**src/rtl/nn_forward_seq.sv**
```systemverilog
// nn_forward_seq: forward pass of the 2-3-2 fixed-point network.
// One shared signed MAC evaluates hidden neurons 1..3 (2 terms each, state L1).
// It then evaluates output neurons 1..2 (3 terms each, state L2).
// A run takes 12 cycles after the start edge and finishes with a one-cycle done pulse.
//
// Ports:
//   clk, rst_n         clock (rising edge), asynchronous active-low reset
//   start              inference request, sampled only while idle
//   x1, x2             network inputs, captured when start is accepted
//   wa1*, wb1*         layer-1 weights (input a/b to hidden 1..3), sampled live
//   wa2*, wb2*, wc2*   layer-2 weights (hidden a/b/c to output 1..2), sampled live
//   bias1*, bias2*     hidden / output biases, sampled live
//   busy               inference in progress
//   done               one-cycle pulse when y1/y2 update
//   y1, y2             network outputs, held between runs
//
// Optional build macro NN_OUT_ACT_EN: when defined, the output layer also
// applies the hard-sigmoid activation. Otherwise y1/y2 are the linear sums.
module nn_forward_seq #(
    parameter int unsigned DWIDTH = 32,
    parameter int unsigned frac   = 24
) (
    input  logic              clk,
    input  logic              rst_n,
    input  logic              start,
    input  logic [DWIDTH-1:0] x1,
    input  logic [DWIDTH-1:0] x2,
    input  logic [DWIDTH-1:0] wa11,
    input  logic [DWIDTH-1:0] wa12,
    input  logic [DWIDTH-1:0] wa13,
    input  logic [DWIDTH-1:0] wb11,
    input  logic [DWIDTH-1:0] wb12,
    input  logic [DWIDTH-1:0] wb13,
    input  logic [DWIDTH-1:0] wa21,
    input  logic [DWIDTH-1:0] wa22,
    input  logic [DWIDTH-1:0] wb21,
    input  logic [DWIDTH-1:0] wb22,
    input  logic [DWIDTH-1:0] wc21,
    input  logic [DWIDTH-1:0] wc22,
    input  logic [DWIDTH-1:0] bias11,
    input  logic [DWIDTH-1:0] bias12,
    input  logic [DWIDTH-1:0] bias13,
    input  logic [DWIDTH-1:0] bias21,
    input  logic [DWIDTH-1:0] bias22,
    output logic              busy,
    output logic              done,
    output logic [DWIDTH-1:0] y1,
    output logic [DWIDTH-1:0] y2
);

    localparam int unsigned PW = 2 * DWIDTH;
    localparam int unsigned XW = DWIDTH + 1;

    // 1.0 and 0.5 at one extra bit so the activation cannot wrap before clamping
    localparam logic signed [XW-1:0] ONE_X  = {{(DWIDTH - frac){1'b0}}, 1'b1, {frac{1'b0}}};
    localparam logic signed [XW-1:0] HALF_X = ONE_X >>> 1;

    typedef enum logic [1:0] {
        IDLE = 2'd0,
        L1   = 2'd1,
        L2   = 2'd2
    } state_t;

    state_t            state_q, state_d;
    logic [1:0]        j_q, j_d;
    logic [1:0]        k_q, k_d;
    logic [DWIDTH-1:0] acc_q, acc_d;
    logic [DWIDTH-1:0] x1_q, x1_d;
    logic [DWIDTH-1:0] x2_q, x2_d;
    logic [DWIDTH-1:0] h1_q, h1_d;
    logic [DWIDTH-1:0] h2_q, h2_d;
    logic [DWIDTH-1:0] h3_q, h3_d;
    logic [DWIDTH-1:0] y1_hold_q, y1_hold_d;
    logic [DWIDTH-1:0] y1_q, y1_d;
    logic [DWIDTH-1:0] y2_q, y2_d;
    logic              busy_q, busy_d;
    logic              done_q, done_d;

    logic signed [DWIDTH-1:0] op_a_c;
    logic signed [DWIDTH-1:0] op_w_c;
    logic [DWIDTH-1:0]        op_b_c;
    logic signed [PW-1:0]     prod_full_c;
    logic [DWIDTH-1:0]        prod_c;
    logic [DWIDTH-1:0]        sum_c;
    logic [DWIDTH-1:0]        act_c;
    logic [DWIDTH-1:0]        out_c;

    // Hard sigmoid: (v >>> 2) + 0.5, clamped to [0, 1.0]
    function automatic logic [DWIDTH-1:0] act_fn(input logic [DWIDTH-1:0] v);
        logic signed [XW-1:0] t;
        t = $signed({v[DWIDTH-1], v}) >>> 2;
        t = t + HALF_X;
        if (t < 0) begin
            return '0;
        end else if (t > ONE_X) begin
            return DWIDTH'(ONE_X);
        end else begin
            return DWIDTH'(t);
        end
    endfunction

    // Operand selection for the current (neuron j, term k)
    always_comb begin
        op_a_c = '0;
        op_w_c = '0;
        op_b_c = '0;
        case (state_q)
            L1: begin
                op_a_c = (k_q == 2'd0) ? x1_q : x2_q;
                case (j_q)
                    2'd0: begin
                        op_w_c = (k_q == 2'd0) ? wa11 : wb11;
                        op_b_c = bias11;
                    end
                    2'd1: begin
                        op_w_c = (k_q == 2'd0) ? wa12 : wb12;
                        op_b_c = bias12;
                    end
                    2'd2: begin
                        op_w_c = (k_q == 2'd0) ? wa13 : wb13;
                        op_b_c = bias13;
                    end
                    default: ;
                endcase
            end
            L2: begin
                case (k_q)
                    2'd0: begin
                        op_a_c = h1_q;
                        op_w_c = (j_q == 2'd0) ? wa21 : wa22;
                    end
                    2'd1: begin
                        op_a_c = h2_q;
                        op_w_c = (j_q == 2'd0) ? wb21 : wb22;
                    end
                    2'd2: begin
                        op_a_c = h3_q;
                        op_w_c = (j_q == 2'd0) ? wc21 : wc22;
                    end
                    default: ;
                endcase
                op_b_c = (j_q == 2'd0) ? bias21 : bias22;
            end
            default: ;
        endcase
    end

    // Shared MAC: full product, floor-shift by frac, wrap-around accumulate
    assign prod_full_c = PW'(op_a_c) * PW'(op_w_c);
    assign prod_c      = DWIDTH'(prod_full_c >>> frac);
    assign sum_c       = ((k_q == 2'd0) ? op_b_c : acc_q) + prod_c;
    assign act_c       = act_fn(sum_c);

`ifdef NN_OUT_ACT_EN
    assign out_c = act_c;
`else
    assign out_c = sum_c;
`endif

    // Next-state and datapath update
    always_comb begin
        state_d   = state_q;
        j_d       = j_q;
        k_d       = k_q;
        acc_d     = acc_q;
        x1_d      = x1_q;
        x2_d      = x2_q;
        h1_d      = h1_q;
        h2_d      = h2_q;
        h3_d      = h3_q;
        y1_hold_d = y1_hold_q;
        y1_d      = y1_q;
        y2_d      = y2_q;
        busy_d    = busy_q;
        done_d    = 1'b0;

        case (state_q)
            IDLE: begin
                if (start) begin
                    x1_d    = x1;
                    x2_d    = x2;
                    j_d     = 2'd0;
                    k_d     = 2'd0;
                    busy_d  = 1'b1;
                    state_d = L1;
                end
            end
            L1: begin
                acc_d = sum_c;
                if (k_q == 2'd1) begin
                    case (j_q)
                        2'd0:    h1_d = act_c;
                        2'd1:    h2_d = act_c;
                        default: h3_d = act_c;
                    endcase
                    k_d = 2'd0;
                    if (j_q == 2'd2) begin
                        j_d     = 2'd0;
                        state_d = L2;
                    end else begin
                        j_d = j_q + 2'd1;
                    end
                end else begin
                    k_d = k_q + 2'd1;
                end
            end
            L2: begin
                acc_d = sum_c;
                if (k_q == 2'd2) begin
                    k_d = 2'd0;
                    if (j_q == 2'd0) begin
                        // y1 is held back so both outputs appear together
                        y1_hold_d = out_c;
                        j_d       = 2'd1;
                    end else begin
                        y1_d    = y1_hold_q;
                        y2_d    = out_c;
                        j_d     = 2'd0;
                        busy_d  = 1'b0;
                        done_d  = 1'b1;
                        state_d = IDLE;
                    end
                end else begin
                    k_d = k_q + 2'd1;
                end
            end
            default: begin
                state_d = IDLE;
                busy_d  = 1'b0;
            end
        endcase
    end

    // State and datapath registers
    always_ff @(posedge clk or negedge rst_n) begin
        if (!rst_n) begin
            state_q   <= IDLE;
            j_q       <= '0;
            k_q       <= '0;
            acc_q     <= '0;
            x1_q      <= '0;
            x2_q      <= '0;
            h1_q      <= '0;
            h2_q      <= '0;
            h3_q      <= '0;
            y1_hold_q <= '0;
            y1_q      <= '0;
            y2_q      <= '0;
            busy_q    <= 1'b0;
            done_q    <= 1'b0;
        end else begin
            state_q   <= state_d;
            j_q       <= j_d;
            k_q       <= k_d;
            acc_q     <= acc_d;
            x1_q      <= x1_d;
            x2_q      <= x2_d;
            h1_q      <= h1_d;
            h2_q      <= h2_d;
            h3_q      <= h3_d;
            y1_hold_q <= y1_hold_d;
            y1_q      <= y1_d;
            y2_q      <= y2_d;
            busy_q    <= busy_d;
            done_q    <= done_d;
        end
    end

    assign busy = busy_q;
    assign done = done_q;
    assign y1   = y1_q;
    assign y2   = y2_q;

endmodule

```
**config.mk**
```make
export PLATFORM = sky130hd
export DESIGN_NAME = nn_forward_seq
export DESIGN_NICKNAME = d
export VERILOG_FILES = /design/src/rtl/nn_forward_seq.sv
export SDC_FILE = /design/constraint.sdc
export NUM_CORES = 2
export LEC_CHECK = 0
export CORE_ASPECT_RATIO = 1.25
export CORE_MARGIN = 10
export CORE_UTILIZATION = 55
export CTS_BUF_LIST = sky130_fd_sc_hd__clkbuf_8
export DETAILED_ROUTE_END_ITERATION = 12
export GPL_TIMING_DRIVEN = 0
export PLACE_DENSITY = 0.8
export SLEW_MARGIN = 20
export SYNTH_ARGS = -nofsm -noshare
export SYNTH_HDL_FRONTEND = slang
export SYNTH_SLANG_ARGS = --single-unit
```
**constraint.sdc**
```tcl
create_clock -name clk -period 24.8 [get_ports clk]
set_clock_uncertainty 0.15 [all_clocks]
set_input_delay 2.48 -clock clk [delete_from_list [all_inputs] [get_ports clk]]
set_output_delay 2.48 -clock clk [all_outputs]
set_load 0.02 [all_outputs]
```
### Word-level counts from Yosys, hierarchy flattened

Cells that the tools add are included.
W data, S select, Z words.

* $add $sub $neg: 4
* $mul: 1
* magnitude comparators: 2
* equality and inequality tests: 11
* mux-type cells: 40
* bitwise gates (word level): 3
* reduce and logical (&&, ||, !) cells: 16

Operators by type and width (number)
* $pmux W32 S3: 4
* $mux W32: 11
* $pmux W32 S2: 3
* $mul A32 B32 Y56: 1
* $add A32 B32 Y32: 1
* $add A30 B25 Y31 const B: 1
* $gt A31 B26 Y1 const B: 1
* $lt A31 B1 Y1 const B: 1
* $mux W2: 11
* $pmux W2 S3: 3
* $reduce_and A3 Y1: 5
* $ne A2 B2 Y1 const B: 5
* $reduce_and A4 Y1: 2
* $mux W1: 7
* $eq A2 B1 Y1 const B: 3
* $eq A2 B2 Y1 const B: 3
* $logic_not A2 Y1: 3
* $reduce_and A5 Y1: 1
* $add A2 B1 Y2 const B: 2
* $reduce_and A2 Y1: 2
* $reduce_or A2 Y1: 2
* $not A1 Y1: 3
* $pmux W1 S3: 1
* $reduce_bool A3 Y1: 1

* register bits after elaboration: 296
* input port bits: 611
* output and inout port bits: 66

### Longest topological paths before layout

* depth in word-level cells: 10
* gate-level depth with buffers: 60

### Worst setup path before layout

Ideal clock, no wire load.

* kind: in2reg
* start: in wa12[29]
* end: reg h2_q[16]
* library setup time: 0.095 ns
* data arrival time: 14.444 ns
* data required time: 24.555 ns
* setup slack: 10.110 ns
* cell stages on the path: 43
* path buffers: 2
* cell sequence: mux4_2 > o2bb2ai_1 > a2111oi_0 > clkbuf_1 > nor2_1 > fa_1 > fa_1 > fa_1 > fa_1 > fa_1 > fa_1 > fa_1 > fa_1 > ha_1 > a21o_1 > a21o_1 > a21o_1 > a21o_1 > (+7 left out) > ha_1 > and3_1 > and2_1 > a221o_1 > or3_1 > mux2i_1 > nor2_1 > ha_1 > and3_1 > and3_1 > nand4_1 > nor4bb_1 > and4b_1 > nand4_1 > a2111oi_1 > nand2_4 > buf_6 > o31ai_1

* cells in the longest elaborated chain, start to end: 9
* elaborated cells on any way between the ends: 10
* those cells by class: 2 x add/sub; 1 x mul; 2 x order compare; 5 x mux

RTL lines
* start, declared: RTL line 29 `input logic [DWIDTH-1:0] wa12,`
* $mux W32 *: RTL line 116 `op_w_c = (k_q == 2'd0) ? wa12 : wb12;`
* $pmux W32 S3 *: RTL line 110 `case (j_q)`
* $pmux W32 S2 *: RTL line 107 `case (state_q)`
* $mul A32 B32 Y56 *: RTL line 149 `assign prod_full_c = PW'(op_a_c) * PW'(op_w_c);`
* $add A32 B32 Y32 *: RTL line 151 `assign sum_c = ((k_q == 2'd0) ? op_b_c : acc_q) + prod_c;`
* named net out_c[25]: RTL line 86 `logic [DWIDTH-1:0] out_c;`
* $add A30 B25 Y31 *: RTL line 92 `t = t + HALF_X;`
* $gt A31 B26 Y1: RTL line 95 `end else if (t > ONE_X) begin`
* $mux W32: RTL line 95
* $mux W32 *: RTL line 93 `if (t < 0) begin`
* end signal, assigned: RTL line 244 `h2_q <= '0;`
* end signal, assigned: RTL line 259 `h2_q <= h2_d;`
* end, declared: RTL line 71 `logic [DWIDTH-1:0] h2_q, h2_d;`

Mark *: on every way through the listed nets, which the timed path passes. The rest lies on a longest branch.
A chain may end at the register's enable or synchronous reset.

### Worst setup path after layout

* start: reg k_q[0]
* end: reg h3_q[4]

* cells in the longest elaborated chain, start to end: 10
* elaborated cells on any way between the ends: 21
* those cells by class: 2 x add/sub; 1 x mul; 2 x order compare; 2 x eq/ne; 12 x mux; 2 x reduce/logical

RTL lines
* start, declared: RTL line 66 `logic [1:0] k_q, k_d;`
* start signal, assigned: RTL line 254 `k_q <= k_d;`
* $logic_not A2 Y1
* $mux W32 (on tied branches): RTL line 120, 112, 116
* $pmux W32 S3: RTL line 110
* $pmux W32 S2: RTL line 107
* $mul A32 B32 Y56: RTL line 149
* $add A32 B32 Y32 *: RTL line 151
* named net out_c[26]: RTL line 86
* $add A30 B25 Y31 *: RTL line 92
* $gt A31 B26 Y1: RTL line 95
* $mux W32: RTL line 95
* $mux W32 *: RTL line 93
* end signal, assigned: RTL line 245 `h3_q <= '0;`
* end signal, assigned: RTL line 260 `h3_q <= h3_d;`
* end, declared: RTL line 72 `logic [DWIDTH-1:0] h3_q, h3_d;`

Marked as above.

==> flow_summary.yaml <==
grt:
  met1_usage: 0.5280
  antenna_found_initial: 25
  track_usage: 0.4899
  grt_max_degree: 101
  grt_pass1_vias: 51795
  grtUsageMet3: 0.1805
  top_usage_layer: "met2"
  grt.overflow.total: 0
  grt_pass1_wl_microns: 366200
  grtUsageMet2: 0.7391
timing:
  period_minus_slack_ps: 20450
  max_freq_mhz: 48.90
  setup_tns_ps: 0
  rsz0062_at_grt: "no"
  worst-slew-pin-transition_ps: 1417
  finalHoldViolCount: 0
  relSlewSlack: 0.05187
  maxSlewViolCount: 0
  finalCritPeriodShare: 0.8246
  setup_viol: 0
setup_path:
  cpPeakStageDelay_ps: 1020
  path_buf_inv: 9
  r2r_start: "k_q[0]$_DFFE_PN0P_"
  cp-end-kind: "flip-flop"
  cp.depth: 51
  worstPathRequired_ps: 25150
  cp_top_family: "compound AO/OA/AOI/OAI gates"
  critical_path.max_fanout: 10
  rr_worst_depth: 51
  worst-setup-path-type: "reg -> reg"
  cp.arrival_ps: 20800
  r2r-end: "h3_q[4]$_DFFE_PN0P_"
  cp-start-kind: "flip-flop"
  cp_common_cell: "fa_1"
  critPathSlowestCell: "a21oi_1"
  reg2reg_slack_ps: 4350
floorplanning:
  die_w_microns: 292.4
  io_pins: 677
  core_area_sq_um: 91690
  dieArea_sq_um: 105400
  die_y_microns: 360.5
  rows: 124
  initial_core_util: 0.5564
finish:
  area_delta_synth_final_pct: 18.98
  fin_nets: 8388
  drive_gt1_frac: 0.05018
hold_path:
  whs_path_depth: 2
  hold-path-endpoint: "y1[25]$_DFFE_PN0P_"
  min_path_type: "reg -> reg"
  hp-start: "y1_hold_q[25]$_DFFE_PN0P_"
clock_tree:
  post-cts-setup-buffer-count: 0
  cts.sinks: 290
  postCtsHoldBufs: 0
  cts_root_buffer: "clkbuf_8"
  cts_buffers: 38
  cts_resized: 0
  htreeDepth: 2
  cts_tree: "yes"
  clkLatencyLatePin_ps: 620
  path_clk_slew_ps: 90
  cts_buffer_depth: 3
logic_synthesis:
  syn-instance-count: 5845
  synth.most_common_cell: "nand2_1"
  syn-cell-area_sq_um: 51020
  synth.top_cell.area_share: 0.3857
  synth_seq_area_share: 0.1422
  synth_nets: 7646
  async_flop_share: 1.000
  synthTopCellsByArea: "fa_1 39%, dfrtp_1 14%, nand2_1 8.4%"
  yosysTopAreaCell: "fa_1"
  ys_ff_latch: 290
  yosys-top-cells-count: "1148 x nand2_1, 983 x fa_1, 975 x inv_1"
  ys.flop_type: "dfrtp_1"
  syn_avg_cell_area_sq_um: 8.729
  ys_warn_count: 0
  synth_edf_count: 0
  synthDistinctLibCells: 92
routing:
  wl_microns: 258800
  via_per_inst: 6.307
  via_count: 49425
  postRouteAntennaNets: 0
  wl_per_cell_microns: 33.03
  firstDrtPassIters: 9
  drc: 0
  initialDrtViolationCount: 5908
placement:
  hpwl_microns: 214400
  io_buffer_count: 676
  gp_congestion: 1.105
run_status:
  outcome: "finished clean"
flow_run:
  drv_cap: 0
final cells by class:
type / instances / area (sq um)
inverters: 978 / 3671
fillers: 7500 / 30990
diodes: 24 / 60.06
clock inverters: 18 / 113.9
well taps: 1197 / 1498
flip-flops and latches: 290 / 7257
plain buffers: 361 / 1479
multi-input cells: 4216 / 38850
clock buffers: 51 / 701.9
repair buffers: 702 / 7073
state kept, by name (all words and copies together), names as in the netlist:
name       count
acc_q         32
busy           1
done           1
h1_q          30
h2_q          30
h3_q          30
j_q            2
k_q            2
state_q        2
x1_q          32
x2_q          32
y1            32
y1_hold_q     32
y2            32
layer usage:
layer / wire [microns] / vias up
met5: 56 / -
met4: 31740 / 8
met3: 33630 / 1302
met2: 111400 / 4036
met1: 82040 / 24481
li1: - / 19598
worst register-to-register path, delay by kind of cell, from the launching register on:
kind / cells / cell delay [ps]
buf+inv: 9 / 3910
fa+ha+maj: 11 / 5460
flops: 1 / 440
xor+xnor: 2 / 670
compound gates: 18 / 6500
simple gates: 11 / 3180
placed cells by master, fill, tap and decap left out, drive strengths merged, types with 7 or more instances in the layout:
master         netlist  final
xor2                29     29
mux2               133    133
dfrtp              290    290
clkdlybuf4s50        0    675
or3                 14     14
nand2b              82     82
a22oi               38     38
o21a                20     20
and2                66     66
mux2i               88     88
a211oi               8      8
clkinv               1     11
nand3               18     18
o22ai                7      7
diode                0     24
ha                 207    207
buf                 67     93
and3                20     20
nor3                46     46
o21ai              232    232
o2bb2ai              7      7
a31oi               13     13
nor2b               12     12
xnor2               57     57
o21bai               7      7
inv                977    982
o31ai               77     77
nand3b              12     12
a221oi              50     50
clkbuf             294    346
a21o                45     45
o211ai               7      7
or2                  7      7
nor2               468    468
nand4               20     20
a21oi              206    206
nand2             1149   1149
fa                 983    983
logic make-up after synthesis:
kind of cell,synth area share
XOR/XNOR,0.01697
multiplexers,0.04927
flip-flops,0.1422
AO/OA/AOI/OAI,0.09628
AND/OR/NAND/NOR,0.1583
adder cells (fa/ha/maj),0.4365
buffers and inverters,0.1005
stage by stage:
stage / cell area, sq um / setup WS (ps) / cells / hold slack, ps / utilization
2_1_floorplan: 51020 / 10110 / 5845 / 283.1 / -
3_3_place_gp: 59290 / 4332 / 7718 / 302.8 / 0.6466
3_5_place_dp: 59770 / 5570 / 7741 / 304.7 / 0.6518
4_1_cts: 60580 / 5450 / 7810 / 322.2 / 0.6607
5_1_grt: 60670 / 4656 / 7822 / 346.7 / 0.6617
6_report: 60710 / 4350 / 7837 / 324.9 / 0.6621
how the worst max path moves through the flow:
stage	start	to
after floorplan	wa12[29]	h2_q[16]$_DFFE_PN0P_
after global placement	j_q[0]$_DFFE_PN0P_	h2_q[18]$_DFFE_PN0P_
after detailed placement	k_q[0]$_DFFE_PN0P_	h3_q[4]$_DFFE_PN0P_
after CTS	k_q[0]$_DFFE_PN0P_	h3_q[4]$_DFFE_PN0P_
after global routing	k_q[0]$_DFFE_PN0P_	h3_q[4]$_DFFE_PN0P_
final	k_q[0]$_DFFE_PN0P_	h3_q[4]$_DFFE_PN0P_
Power is not shown: default switching activity piles up to over one toggle a cycle in this logic, so the estimate is an artifact.
